File: config.mk
export PLATFORM = sky130hd
export DESIGN_NAME = matrix_line_scanner_flat
export DESIGN_NICKNAME = d
export VERILOG_FILES = /design/src/rtl/matrix_pkg.sv /design/src/rtl/matrix_line_scanner_if.sv /design/src/rtl/half_period_timer.sv /design/src/rtl/matrix_line_scanner.sv /design/src/flat_wrapper.sv
export SDC_FILE = /design/constraint.sdc
export NUM_CORES = 1
export LEC_CHECK = 0
export CORE_MARGIN = 2
export CORE_UTILIZATION = 30
export DETAILED_ROUTE_END_ITERATION = 12
export GPL_TIMING_DRIVEN = 0
export SLEW_MARGIN = 10
export SYNTH_ARGS = -nofsm -noshare
export SYNTH_HDL_FRONTEND = slang
export SYNTH_SLANG_ARGS = --single-unit
File: constraint.sdc
create_clock -name clk -period 4 [get_ports clk]
set_input_delay 0.4 -clock clk [delete_from_list [all_inputs] [get_ports clk]]
set_output_delay 0.4 -clock clk [all_outputs]
set_load 0.01 [all_outputs]
File: src/rtl/matrix_pkg.sv
// matrix_pkg
// Shared definitions for the LED-matrix line scanner:
//   scan_state_t    - scan FSM state encoding
//   DEF_*           - default geometry used by the scanner and its stream interface
//   lane_lsb()      - bit offset of a lane slice inside the packed multi-lane word
package matrix_pkg;

  typedef enum logic [2:0] {
    ST_IDLE,
    ST_LOAD,
    ST_SHIFT,
    ST_SEL_SETUP,
    ST_SEL_CLK,
    ST_SEL_LATCH
  } scan_state_t;

  localparam int DEF_ROW_NUMBER = 3;
  localparam int DEF_WORD_W     = 8;
  localparam int DEF_SEL_DEPTH  = 8;

  // Lane k occupies bits [k*word_w +: word_w] of the packed pixel word.
  function automatic int lane_lsb(input int lane, input int word_w);
    return lane * word_w;
  endfunction

endpackage

File: src/rtl/matrix_line_scanner_if.sv
// matrix_line_scanner_if
// Valid/ready pixel-word stream feeding the line scanner.
//   s_valid : upstream has a word
//   s_ready : scanner accepts the word this cycle
//   s_data  : ROW_NUMBER lanes of WORD_W bits, lane k at [k*WORD_W +: WORD_W]
// Modports: master = upstream source, slave = scanner.
interface matrix_line_scanner_if
  import matrix_pkg::*;
#(
  parameter int ROW_NUMBER = DEF_ROW_NUMBER,
  parameter int WORD_W     = DEF_WORD_W
) ();

  logic                         s_valid;
  logic                         s_ready;
  logic [ROW_NUMBER*WORD_W-1:0] s_data;

  modport master (output s_valid, output s_data, input  s_ready);
  modport slave  (input  s_valid, input  s_data, output s_ready);

endinterface

File: src/rtl/half_period_timer.sv
// half_period_timer
// Counts CLK_DIV clk cycles per half-period of the generated serial clocks.
//   clk, rst : system clock, synchronous active-high reset
//   run_i    : count while high
//   clear_i  : force the count back to zero (aligns the first half-period)
//   tick_o   : high on the last cycle of each half-period while running
module half_period_timer #(
  parameter int CLK_DIV = 2
) (
  input  logic clk,
  input  logic rst,
  input  logic run_i,
  input  logic clear_i,
  output logic tick_o
);

  localparam int CW = (CLK_DIV > 1) ? $clog2(CLK_DIV) : 1;

  logic [CW-1:0] cnt_q, cnt_d;

  assign tick_o = run_i && (cnt_q == CW'(CLK_DIV - 1));

  always_comb begin
    cnt_d = cnt_q;
    if (clear_i || !run_i) begin
      cnt_d = '0;
    end else if (tick_o) begin
      cnt_d = '0;
    end else begin
      cnt_d = cnt_q + 1'b1;
    end
  end

  always_ff @(posedge clk) begin
    if (rst) begin
      cnt_q <= '0;
    end else begin
      cnt_q <= cnt_d;
    end
  end

endmodule

File: src/rtl/matrix_line_scanner.sv
// matrix_line_scanner
// Shifts pixel words out on ROW_NUMBER parallel MOSI lanes with a shared
// divided spi_clk, and after every WORDS_PER_LINE words advances the
// 74HC595-style row-select chain with blanking around the update.
//   clk, rst    : system clock, synchronous active-high reset
//   enable      : run scanning (acted on only in IDLE/LOAD)
//   s_if        : pixel-word valid/ready stream (slave)
//   spi_clk     : serial clock, idle low; slaves sample on its rising edge
//   spi_mosi    : one serial data line per lane, MSB first
//   shift_clk   : select-chain shift clock, idle low
//   shift_ser   : select-chain serial input
//   shift_stcp  : select-chain storage latch, idle low
//   shift_en    : select-chain output enable, active-low
//   line_idx    : currently enabled line
//   busy        : high in any state except IDLE
module matrix_line_scanner
  import matrix_pkg::*;
#(
  parameter int ROW_NUMBER     = DEF_ROW_NUMBER,
  parameter int WORD_W         = DEF_WORD_W,
  parameter int WORDS_PER_LINE = 48,
  parameter int SEL_DEPTH      = DEF_SEL_DEPTH,
  parameter int CLK_DIV        = 2
) (
  input  logic                         clk,
  input  logic                         rst,
  input  logic                         enable,
  matrix_line_scanner_if.slave         s_if,
  output logic                         spi_clk,
  output logic [ROW_NUMBER-1:0]        spi_mosi,
  output logic                         shift_clk,
  output logic                         shift_ser,
  output logic                         shift_stcp,
  output logic                         shift_en,
  output logic [$clog2(SEL_DEPTH)-1:0] line_idx,
  output logic                         busy
);

  localparam int BUS_W  = ROW_NUMBER * WORD_W;
  localparam int LINE_W = $clog2(SEL_DEPTH);
  localparam int BCNT_W = $clog2(WORD_W);
  localparam int WCNT_W = (WORDS_PER_LINE > 1) ? $clog2(WORDS_PER_LINE) : 1;

  scan_state_t       state_q, state_d;
  logic [BUS_W-1:0]  shreg_q, shreg_d, shreg_shift;
  logic [BCNT_W-1:0] bit_q, bit_d;
  logic [WCNT_W-1:0] word_q, word_d;
  logic [LINE_W-1:0] line_q, line_d, line_next;
  logic              spi_clk_q, spi_clk_d;
  logic              shift_clk_q, shift_clk_d;
  logic              shift_ser_q, shift_ser_d;
  logic              stcp_q, stcp_d;
  logic              shift_en_q, shift_en_d;

  logic s_ready_w, handshake, tick, timed, last_bit, line_full;

  // Per-lane MSB taps and one-bit left shift of every lane slice.
  for (genvar gi = 0; gi < ROW_NUMBER; gi++) begin : g_lane
    localparam int LSB = lane_lsb(gi, WORD_W);
    assign shreg_shift[LSB +: WORD_W] = {shreg_q[LSB +: WORD_W-1], 1'b0};
    assign spi_mosi[gi]               = shreg_q[LSB + WORD_W - 1];
  end

  // The timer only runs in the clocked states; everywhere else it is held at
  // zero so each SHIFT / SEL_CLK starts with a full half-period.
  assign timed = (state_q == ST_SHIFT) || (state_q == ST_SEL_CLK) ||
                 (state_q == ST_SEL_LATCH);

  half_period_timer #(.CLK_DIV(CLK_DIV)) u_timer (
    .clk     (clk),
    .rst     (rst),
    .run_i   (timed),
    .clear_i (!timed),
    .tick_o  (tick)
  );

  assign handshake = s_if.s_valid && s_ready_w;
  assign last_bit  = (bit_q == BCNT_W'(WORD_W - 1));
  assign line_full = (word_q == WCNT_W'(WORDS_PER_LINE - 1));
  assign line_next = (line_q == LINE_W'(SEL_DEPTH - 1)) ? '0 : line_q + 1'b1;

  // State register plus datapath registers.
  always_ff @(posedge clk) begin
    if (rst) begin
      state_q     <= ST_IDLE;
      shreg_q     <= '0;
      bit_q       <= '0;
      word_q      <= '0;
      line_q      <= '0;
      spi_clk_q   <= 1'b0;
      shift_clk_q <= 1'b0;
      shift_ser_q <= 1'b0;
      stcp_q      <= 1'b0;
      shift_en_q  <= 1'b1;
    end else begin
      state_q     <= state_d;
      shreg_q     <= shreg_d;
      bit_q       <= bit_d;
      word_q      <= word_d;
      line_q      <= line_d;
      spi_clk_q   <= spi_clk_d;
      shift_clk_q <= shift_clk_d;
      shift_ser_q <= shift_ser_d;
      stcp_q      <= stcp_d;
      shift_en_q  <= shift_en_d;
    end
  end

  // Next-state logic.
  always_comb begin
    state_d = state_q;
    case (state_q)
      ST_IDLE:      if (enable) state_d = ST_LOAD;
      ST_LOAD: begin
        if (!enable)        state_d = ST_IDLE;
        else if (handshake) state_d = ST_SHIFT;
      end
      ST_SHIFT: begin
        // Word ends on the falling-edge tick of the last bit.
        if (tick && spi_clk_q && last_bit) state_d = line_full ? ST_SEL_SETUP : ST_LOAD;
      end
      ST_SEL_SETUP: state_d = ST_SEL_CLK;
      ST_SEL_CLK:   if (tick && !shift_clk_q) state_d = ST_SEL_LATCH;
      ST_SEL_LATCH: if (tick && !stcp_q) state_d = ST_LOAD;
      default:      state_d = ST_IDLE;
    endcase
  end

  // Output and datapath next-value logic.
  always_comb begin
    shreg_d     = shreg_q;
    bit_d       = bit_q;
    word_d      = word_q;
    line_d      = line_q;
    spi_clk_d   = spi_clk_q;
    shift_clk_d = shift_clk_q;
    shift_ser_d = shift_ser_q;
    stcp_d      = stcp_q;
    shift_en_d  = shift_en_q;
    s_ready_w   = (state_q == ST_LOAD) && enable;
    busy        = (state_q != ST_IDLE);
    case (state_q)
      ST_LOAD: begin
        if (handshake) begin
          shreg_d   = s_if.s_data;
          bit_d     = '0;
          spi_clk_d = 1'b0;
        end
      end
      ST_SHIFT: begin
        if (tick) begin
          if (!spi_clk_q) begin
            spi_clk_d = 1'b1;
          end else begin
            spi_clk_d = 1'b0;
            if (last_bit) begin
              // MOSI holds the last bit; only the word count moves on.
              word_d = line_full ? '0 : word_q + 1'b1;
            end else begin
              bit_d   = bit_q + 1'b1;
              shreg_d = shreg_shift;
            end
          end
        end
      end
      ST_SEL_SETUP: begin
        // A single 1 walks down the chain; inject it when wrapping to line 0.
        shift_en_d  = 1'b1;
        shift_ser_d = (line_next == '0);
        shift_clk_d = 1'b1;
      end
      ST_SEL_CLK: begin
        if (tick) begin
          if (shift_clk_q) shift_clk_d = 1'b0;
          else             stcp_d      = 1'b1;
        end
      end
      ST_SEL_LATCH: begin
        if (tick) begin
          if (stcp_q) begin
            stcp_d = 1'b0;
          end else begin
            line_d     = line_next;
            shift_en_d = 1'b0;
          end
        end
      end
      default: ;
    endcase
  end

  assign s_if.s_ready = s_ready_w;
  assign spi_clk      = spi_clk_q;
  assign shift_clk    = shift_clk_q;
  assign shift_ser    = shift_ser_q;
  assign shift_stcp   = stcp_q;
  assign shift_en     = shift_en_q;
  assign line_idx     = line_q;

endmodule

File: src/flat_wrapper.sv
// flat-port wrapper written by rule: the top's interface ports become plain ports
module matrix_line_scanner_flat import matrix_pkg::*;
#(
  parameter int ROW_NUMBER     = DEF_ROW_NUMBER,
  parameter int WORD_W         = DEF_WORD_W,
  parameter int WORDS_PER_LINE = 48,
  parameter int SEL_DEPTH      = DEF_SEL_DEPTH,
  parameter int CLK_DIV        = 2
)
  (clk, rst, enable, spi_clk, spi_mosi, shift_clk, shift_ser, shift_stcp, shift_en, line_idx, busy, s_if_s_valid, s_if_s_data, s_if_s_ready);
  matrix_line_scanner_if #(.ROW_NUMBER(ROW_NUMBER), .WORD_W(WORD_W)) s_if_i ();
  input  logic clk;
  input  logic rst;
  input  logic enable;
  output logic spi_clk;
  output logic [ROW_NUMBER-1:0] spi_mosi;
  output logic shift_clk;
  output logic shift_ser;
  output logic shift_stcp;
  output logic shift_en;
  output logic [$clog2(SEL_DEPTH)-1:0] line_idx;
  output logic busy;
  input wire logic [$bits(s_if_i.s_valid)-1:0] s_if_s_valid;
  input wire logic [$bits(s_if_i.s_data)-1:0] s_if_s_data;
  output wire logic [$bits(s_if_i.s_ready)-1:0] s_if_s_ready;
  assign s_if_i.s_valid = s_if_s_valid;
  assign s_if_i.s_data = s_if_s_data;
  assign s_if_s_ready = s_if_i.s_ready;
  matrix_line_scanner #(.ROW_NUMBER(ROW_NUMBER), .WORD_W(WORD_W), .WORDS_PER_LINE(WORDS_PER_LINE), .SEL_DEPTH(SEL_DEPTH), .CLK_DIV(CLK_DIV)) u_core (.clk(clk), .rst(rst), .enable(enable), .s_if(s_if_i), .spi_clk(spi_clk), .spi_mosi(spi_mosi), .shift_clk(shift_clk), .shift_ser(shift_ser), .shift_stcp(shift_stcp), .shift_en(shift_en), .line_idx(line_idx), .busy(busy));
endmodule
* Word level (Yosys, flattened, before mapping) *
Cells that the tools add are included.

storage, ports and cells
  memories = 0
  word-level logic and storage cells = 97
  RAM bits = 0
  memory bits (read-only) = 0
  output and inout bits = 13
  flip-flop bits (word level) = 45
  latch bits = 0

operators by class
  order comparisons = 0
  add/subtract/negate cells = 4
  reductions and logical operators = 27
  bitwise logic cells = 2
  multiplexer cells = 32
  multipliers = 0
  divide/modulo/power cells = 0
  shift-type cells = 0
  equality and inequality tests = 21

operators by type and width
  cell                   count
  $mux W24               4
  $pmux W24 S2           1
  $mux W3                11
  $pmux W3 S6            1
  $ne A2 B2 Y1 const B   7
  $eq A3 B3 Y1 const B   4
  $ne A2 B1 Y1 const B   5
  $reduce_and A5 Y1      2
  $reduce_and A3 Y1      3
  $mux W1                8
  $pmux W1 S2            4
  $reduce_and A4 Y1      2
  $reduce_bool A2 Y1     4
  $logic_and A1 B1 Y1    7
  $add A3 B1 Y3 const B  2
  $add A6 B1 Y6 const B  1
  $eq A3 B2 Y1 const B   2
  $eq A6 B6 Y1 const B   1
  $logic_not A3 Y1       2
  $mux W6                1
  $pmux W3 S2            1
  $eq A3 B1 Y1 const B   1
  $ne A3 B2 Y1 const B   1
  $reduce_bool A3 Y1     1
  other kinds (7)        10

* Longest topological paths before layout *
Gate-level depths: netlist of run 1.

  depth after elaboration = 8
  gate-level depth with buffers = 7
  depth with buffers taken out = 6

* Hierarchy *
From an unflattened synthesis of run 1, not the netlist that was laid out.

second synthesis, totals
  cells, all modules = 256
  area, all modules = 2240.9 µm²

modules (own cells, without submodules)
  module               cells an instance  area an instance (µm²)  sequential area each (µm²)  times used
  matrix_line_scanner  253                2199.6                  880.8                       1
  half_period_timer    3                  41.3                    20.0                        1

* Least setup slack after synthesis of run 1 *
OpenSTA, ideal clock, no wires.

  path type = register -> register
  start = register u_core.bit_q[0]
  end = register u_core.shreg_q[0]
  library setup time = 0.117 ns
  arrival = 1.655 ns
  stages on the path, launching flop included = 8
  slack = 2.228 ns
  path buffers = 1
  data required time = 3.883 ns
  cell sequence = dfxtp_1 > ha_1 > ha_1 > nand2b_1 > a221oi_4 > buf_6 > nor2_1 > a22o_1

between the ends
  word-level cells in the longest chain between the ends = 3

ends and longest elaborated chain
  what                         RTL line                   RTL
  from (decl)                  matrix_line_scanner.sv:46  logic [BCNT_W-1:0] bit_q, bit_d;
  from (signal assigned)       matrix_line_scanner.sv:98  bit_q <= bit_d;
  $eq A3 B3 Y1                 matrix_line_scanner.sv:78  assign last_bit = (bit_q == BCNT_W'(WORD_W - 1));
  $ne A2 B2 Y1 (no line)       -
  $reduce_and A5 Y1 (no line)  -
  to (signal assigned)         matrix_line_scanner.sv:97  shreg_q <= shreg_d;
  to (decl)                    matrix_line_scanner.sv:45  logic [BUS_W-1:0] shreg_q, shreg_d, shreg_shift;

Every way passes these cells.
A chain may end at the register's enable or synchronous reset.

* Worst setup path in the final report of run 1 *
  start = register u_core.state_q[0]
  end = output port s_if_s_ready

between the ends
  word-level cells in the longest chain between the ends = 2

ends and longest elaborated chain
  what                    RTL line                    RTL
  from (decl)             matrix_line_scanner.sv:44   scan_state_t state_q, state_d;
  from (signal assigned)  matrix_line_scanner.sv:96   state_q <= state_d;
  $eq A3 B1 Y1            matrix_line_scanner.sv:140  s_ready_w = (state_q == ST_LOAD) && enable;
  $logic_and A1 B1 Y1     matrix_line_scanner.sv:140
  to (decl)               flat_wrapper.sv:25          output wire logic [$bits(s_if_i.s_ready)-1:0] s_if_s_ready;

Every way passes these cells.

==> flow_summary.ini, run 1 <==
[setup_path]
critical_path_arrival_ns = 2.09
worstSetupPathType = reg2out
path_cells = buf_4 -> inv_1 -> nor4b_2 -> clkdlybuf4s50_1
critical-path-top-delay-family = buffers and inverters
slowest_delay_ns = 0.61
critPathMaxFanout = 10
cpMaxStageDelayCell = clkdlybuf4s50_1
start_kind = flip-flop
required_ns = 3.60
critPathBufInv = 3
worstSetupEndpointType = output port

[floorplan]
initial_utilization = 0.3056
die_area_mm2 = 0.008470
core_area_mm2 = 0.007607
rows = 32
die_h_um = 92.03
die_w_um = 92.03
io_pins = 41

[detailed_routing]
drt-total-wl_um = 5303
drt_iter0_drc = 95
avgViaCountPerCell = 4.739
vias = 1905
wl_per_cell_um = 13.19
firstDrtPassIters = 4
antenna_left = 0
drc_errors = 0

[yosys]
synthesis.nets = 287
syn_area_per_cell_um2 = 9.189
synth_seq_cells = 45
synthAdderAreaFrac = 0.03229
yosysUniqueCellTypes = 45
synth_top_family_by_area = simple AND/OR/NAND/NOR gates
synth_cells = 253
ys_warn_count = 0
syn_area_mm2 = 0.002325
ys_seq_area_frac = 0.3875
synthArstFlopShare = 0
synth-simple-area-share = 0.2449
synth-compound-area-share = 0.2293
synth-edff-count = 0
synthFlopType = dfxtp_1
synth-xor-area-share = 0.003767
synth_mux_area_frac = 0.03445

[sta]
tns_ns = 0
clock_skew_ns = 0.01509
hold_viol = 0
fin_crit_sh = 0.6214
tightestPinTransition_ns = 0.6840
fmax_mhz = 402.3
slew_headroom = 0.5440
setup_violations = 0
rsz0062_at_grt = no
min_period_ns = 2.486
final_max_slew_viol_count = 0

[global_route]
grt.overflow.total = 0
grt_max_degree = 15
top_usage_layer = met2
first_global_vias = 1914
grt_pass1_wl_um = 9101
grt_usage = 0.1319
grt_use_met2 = 0.2047
met1_usage = 0.1841
antenna_found_initial = 0
gr-usage-met3 = 0.02794

[clock_tree]
cts_buffers = 5
cts-resized-gates = 0
cts_sinks = 45
htreeDepth = 2
cts_setup_buffers = 0
path_clk_slew_ns = 0.10
cts_tree = yes
hold_buffers = 0
clk_path_buf_depth = 2
ctsRootBufferMaster = clkbuf_8
insertion_delay_ns = 0.31

[layout]
diodes = 0
area_delta_synth_final_pct = 27.45
fin_nets = 333
layout-drive-gt1-share = 0.1733
final_area_mm2 = 0.002963

[placed_design]
port_buffers = 39
post_dp_cell_area_mm2 = 0.002843
dp_hpwl_um = 3797
gp_congestion = 0.7896

[power_and_ir_drop]
leakage_nw = 1.068
power_density_mw_per_mm2 = 342.1
worst_ir_drop_vdd_v = 0.0001383
clkPwrFrac = 0.364
power_switching_uw = 261.9
internal-power_uw = 751.9
swShare = 0.2583
p_comb_frac = 0.162
p_seq_frac = 0.473

[outcome]
status = complete, no violations

[flow_run]
maxCapViolations = 0

[hold_path]
min_path_type = reg2reg
==> path summary, 6_finish.rpt <==
check	depth (start not counted)	endpoint	from	slack (ns)
setup reg to reg	7	u_core.shreg_q[8]$_SDFFE_PP0P_	u_core.bit_q[0]$_SDFFE_PP0P_	2.07
hold / removal	2	u_core.bit_q[1]$_SDFFE_PP0P_	u_core.bit_q[1]$_SDFFE_PP0P_	0.48
hold reg to reg	2	u_core.bit_q[1]$_SDFFE_PP0P_	u_core.bit_q[1]$_SDFFE_PP0P_	0.48
setup / recovery	4	s_if_s_ready	u_core.state_q[0]$_SDFFE_PP0P_	1.51
==> cell usage after synthesis (all sizes together), types with 4 or more instances <==
| library cell | n | area, um2 |
|---|---|---|
| ha | 6 | 75.07 |
| clkbuf | 6 | 22.52 |
| inv | 4 | 15.01 |
| nand3 | 7 | 35.03 |
| nand2 | 46 | 172.7 |
| mux2i | 8 | 80.08 |
| a311oi | 22 | 324.1 |
| buf | 15 | 120.1 |
| nand2b | 4 | 25.02 |
| dfxtp | 45 | 900.9 |
| a21oi | 8 | 40.04 |
| nor2 | 41 | 153.9 |
| nor3 | 4 | 30.03 |
==> registers in the layout, summed over array words and instances, names as in the netlist, 3 cells and up <==
signal and flops:
u_core.bit_q 3, u_core.word_q 6, u_core.shreg_q 24, u_core.line_idx 3, u_core.state_q 3
==> cell type report <==
class / count / area (um2)
flip-flops and latches: 45 / 900.9
plain buffers: 21 / 142.6
clock inverters: 2 / 37.54
well taps: 102 / 127.6
fillers: 800 / 4644
repair buffers: 39 / 390.4
multi-input cells: 183 / 1266
clock buffers: 6 / 82.58
inverters: 4 / 15.01
==> metrics by stage <==
step	total power [mW]	std cells	hold WS [ns]	util	setup slack, ns
6_report	1.014	402	0.4795	0.3895	1.514
5_1_grt	1.065	402	0.5034	0.3895	1.365
4_1_cts	1.023	402	0.4774	0.3895	1.500
3_5_place_dp	0.6555	394	0.4586	0.3737	1.766
3_3_place_gp	0.6545	394	0.4588	0.3737	1.742
2_1_floorplan	0.5941	253	0.4489	-	2.228
==> power by group through the flow <==
stage / logic (mW) / registers (mW) / clock network (mW)
global placement: 0.164 / 0.490 / 0
global route: 0.181 / 0.482 / 0.402
detailed placement: 0.165 / 0.490 / 0
finish: 0.165 / 0.480 / 0.369
floorplan: 0.107 / 0.487 / 0
CTS: 0.167 / 0.480 / 0.376
==> layout by cell type (no fill, tap or decap), drive strengths merged, types with 2 or more instances in the layout <==
cell type      instances
nand2                 46
dfxtp                 45
nor2                  41
clkdlybuf4s50         39
a311oi                22
buf                   15
clkbuf                12
mux2i                  8
a21oi                  8
nand3                  7
ha                     6
inv                    4
nand2b                 4
nor3                   4
nor2b                  3
and3                   3
a22o                   3
a211oi                 3
nand3b                 2
and2                   2
o21ai                  2
nor3b                  2
==> cell families (layout without fill, tap and decap cells) <==
family	after synthesis	count (layout)
AND/OR/NAND/NOR	120	120
AO/OA/AOI/OAI	48	48
flip-flops	45	45
buffers and inverters	25	72
multiplexers	8	8
adder cells (fa/ha/maj)	6	6
XOR/XNOR	1	1
==> routing by layer <==
layer | wire length (um) | part of all wire | vias up
met3 | 223 | 0.042 | 7
met5 | 0 | 0 | -
li1 | - | - | 983
met4 | 68 | 0.013 | 0
met1 | 2665 | 0.50 | 873
met2 | 2345 | 0.44 | 42
==> tightest hold or removal path, cell delays in order (launching register included) <==
cell and delay [ns]:
dfxtp_1 0.32, nand2b_1 0.06, a21oi_1 0.05
Note: power is estimated with default switching activity, not from simulation.
==> run 2: changes to the inputs <==
Clock period 4 ns to 2.2 ns, I/O delays scaled along.
==> flow_summary.ini, run 2 (synthesis results as in run 1) <==
[clock_tree]
clk_path_buf_depth = 2
ctsRootBufferMaster = clkbuf_8
cts_tree = yes
htreeDepth = 2
cts_buffers = 5
cts-resized-gates = 2
cts_sinks = 45
path_clk_slew_ns = 0.09
hold_buffers = 0
cts_setup_buffers = 0
insertion_delay_ns = 0.31

[layout]
fin_nets = 333
layout_common_cells = 46 x nand2_1, 44 x dfxtp_1, 41 x nor2_1
layout-drive-gt1-share = 0.1767
largest_reg_flops = 24
area_delta_synth_final_pct = 27.45
final_common_cell = nand2_1
fin_util = 0.3895
fill_cells = 798
largest_register = u_core.shreg_q
diodes = 0
reg_top3 = u_core.shreg_q x24, u_core.word_q x6

[setup_path]
critical_path_arrival_ns = 2.14
start_kind = flip-flop
required_ns = 2.41
critPathMaxFanout = 10
worstSetupPathType = reg2reg
worstSetupEndpointType = flip-flop

[detailed_routing]
wl_per_cell_um = 13.11
drt_iter0_drc = 91
drt-total-wl_um = 5270
drc_errors = 0
avgViaCountPerCell = 4.714
vias = 1895
firstDrtPassIters = 4
antenna_left = 0

[sta]
clock_skew_ns = 0.01209
slew_headroom = 0.5429
fin_crit_sh = 0.8793
hold_viol = 0
min_period_ns = 1.935
layout_setup_ws_ns = 0.2655
rsz0062_at_grt = no
tns_ns = 0
final_max_slew_viol_count = 0
setup_violations = 0
hold_slack_ns = 0.4162
tightestPinTransition_ns = 0.6857
fmax_mhz = 516.9

[power_and_ir_drop]
worst_ir_drop_vdd_v = 0.0002515
power.total_mw = 1.839
leakage_nw = 1.073
power_density_mw_per_mm2 = 620.6

[global_route]
grt_usage = 0.1321
first_global_vias = 1917
grt.overflow.total = 0
grt_max_degree = 15
grt_pass1_wl_um = 9114
antenna_found_initial = 0

[placed_design]
dp_hpwl_um = 3797
port_buffers = 39
place_ws_ns = 0.2534
gp_congestion = 0.7896

[hold_path]
min_path_type = in2reg

[floorplan]
die_w_um = 92.03
die_area_mm2 = 0.008470
die_h_um = 92.03
rows = 32
core_area_mm2 = 0.007607
initial_utilization = 0.3056
io_pins = 41

[outcome]
status = complete, no violations

[flow_run]
maxCapViolations = 0
-- run 2: cell count changes in the layout (fill, tap and decap cells not counted) --
cell,change
dfxtp_1,-1
dlygate4sd2_1,+1
clkdlybuf4s50_1,-1
dfxtp_2,+1
-- run 2: cell type report --
type                            count  area, um2  area share
Tap cell                          102      127.6     0.04307
Clock inverter                      2      37.54     0.01267
Clock buffer                        6      82.58     0.02787
Timing Repair Buffer               39      389.1      0.1313
Sequential cell                    45      902.1      0.3045
Buffer                             21      142.6     0.04814
Multi-Input combinational cell    183       1266      0.4274
Inverter                            4      15.01    0.005068
-- run 2: metal layers --
metal / up-vias / part of all wire / track usage
met2: 40 / 0.44 / 0.2047
li1: 983 / - / -
met1: 865 / 0.50 / 0.1846
met3: 7 / 0.042 / 0.02794
met4: 0 / 0.013 / 0.03980
met5: - / 0 / 0
-- run 2: power breakdown --
group          switching, mW  internal, mW  total, mW
combinational          0.150         0.148      0.298
clock                  0.298         0.370      0.668
sequential            0.0246         0.849      0.873
-- run 2: worst max-delay path: stages, from the launching register on --
cell	delay (ns)
dfxtp_1	0.34
ha_1	0.21
ha_1	0.21
nand2b_1	0.18
a221oi_4	0.39
buf_6	0.20
nor2_1	0.08
a22o_1	0.25
-- run 2: worst paths after layout --
check / startpoint / depth (start not counted) / end / slack, ns
worst max register to register: u_core.bit_q[0]$_SDFFE_PP0P_ / 7 / u_core.shreg_q[8]$_SDFFE_PP0P_ / 0.27
worst max-delay path: u_core.bit_q[0]$_SDFFE_PP0P_ / 7 / u_core.shreg_q[8]$_SDFFE_PP0P_ / 0.27
worst min-delay path: rst / 3 / u_core.state_q[0]$_SDFFE_PP0P_ / 0.42
worst min register to register: u_core.bit_q[1]$_SDFFE_PP0P_ / 2 / u_core.bit_q[1]$_SDFFE_PP0P_ / 0.48
-- run 2: stage by stage --
| step | cell area (um2) | instances |
|---|---|---|
| floorplan | 2325 | 253 |
| global placement | 2843 | 394 |
| detailed placement | 2843 | 394 |
| CTS | 2963 | 402 |
| global route | 2963 | 402 |
| finish | 2963 | 402 |
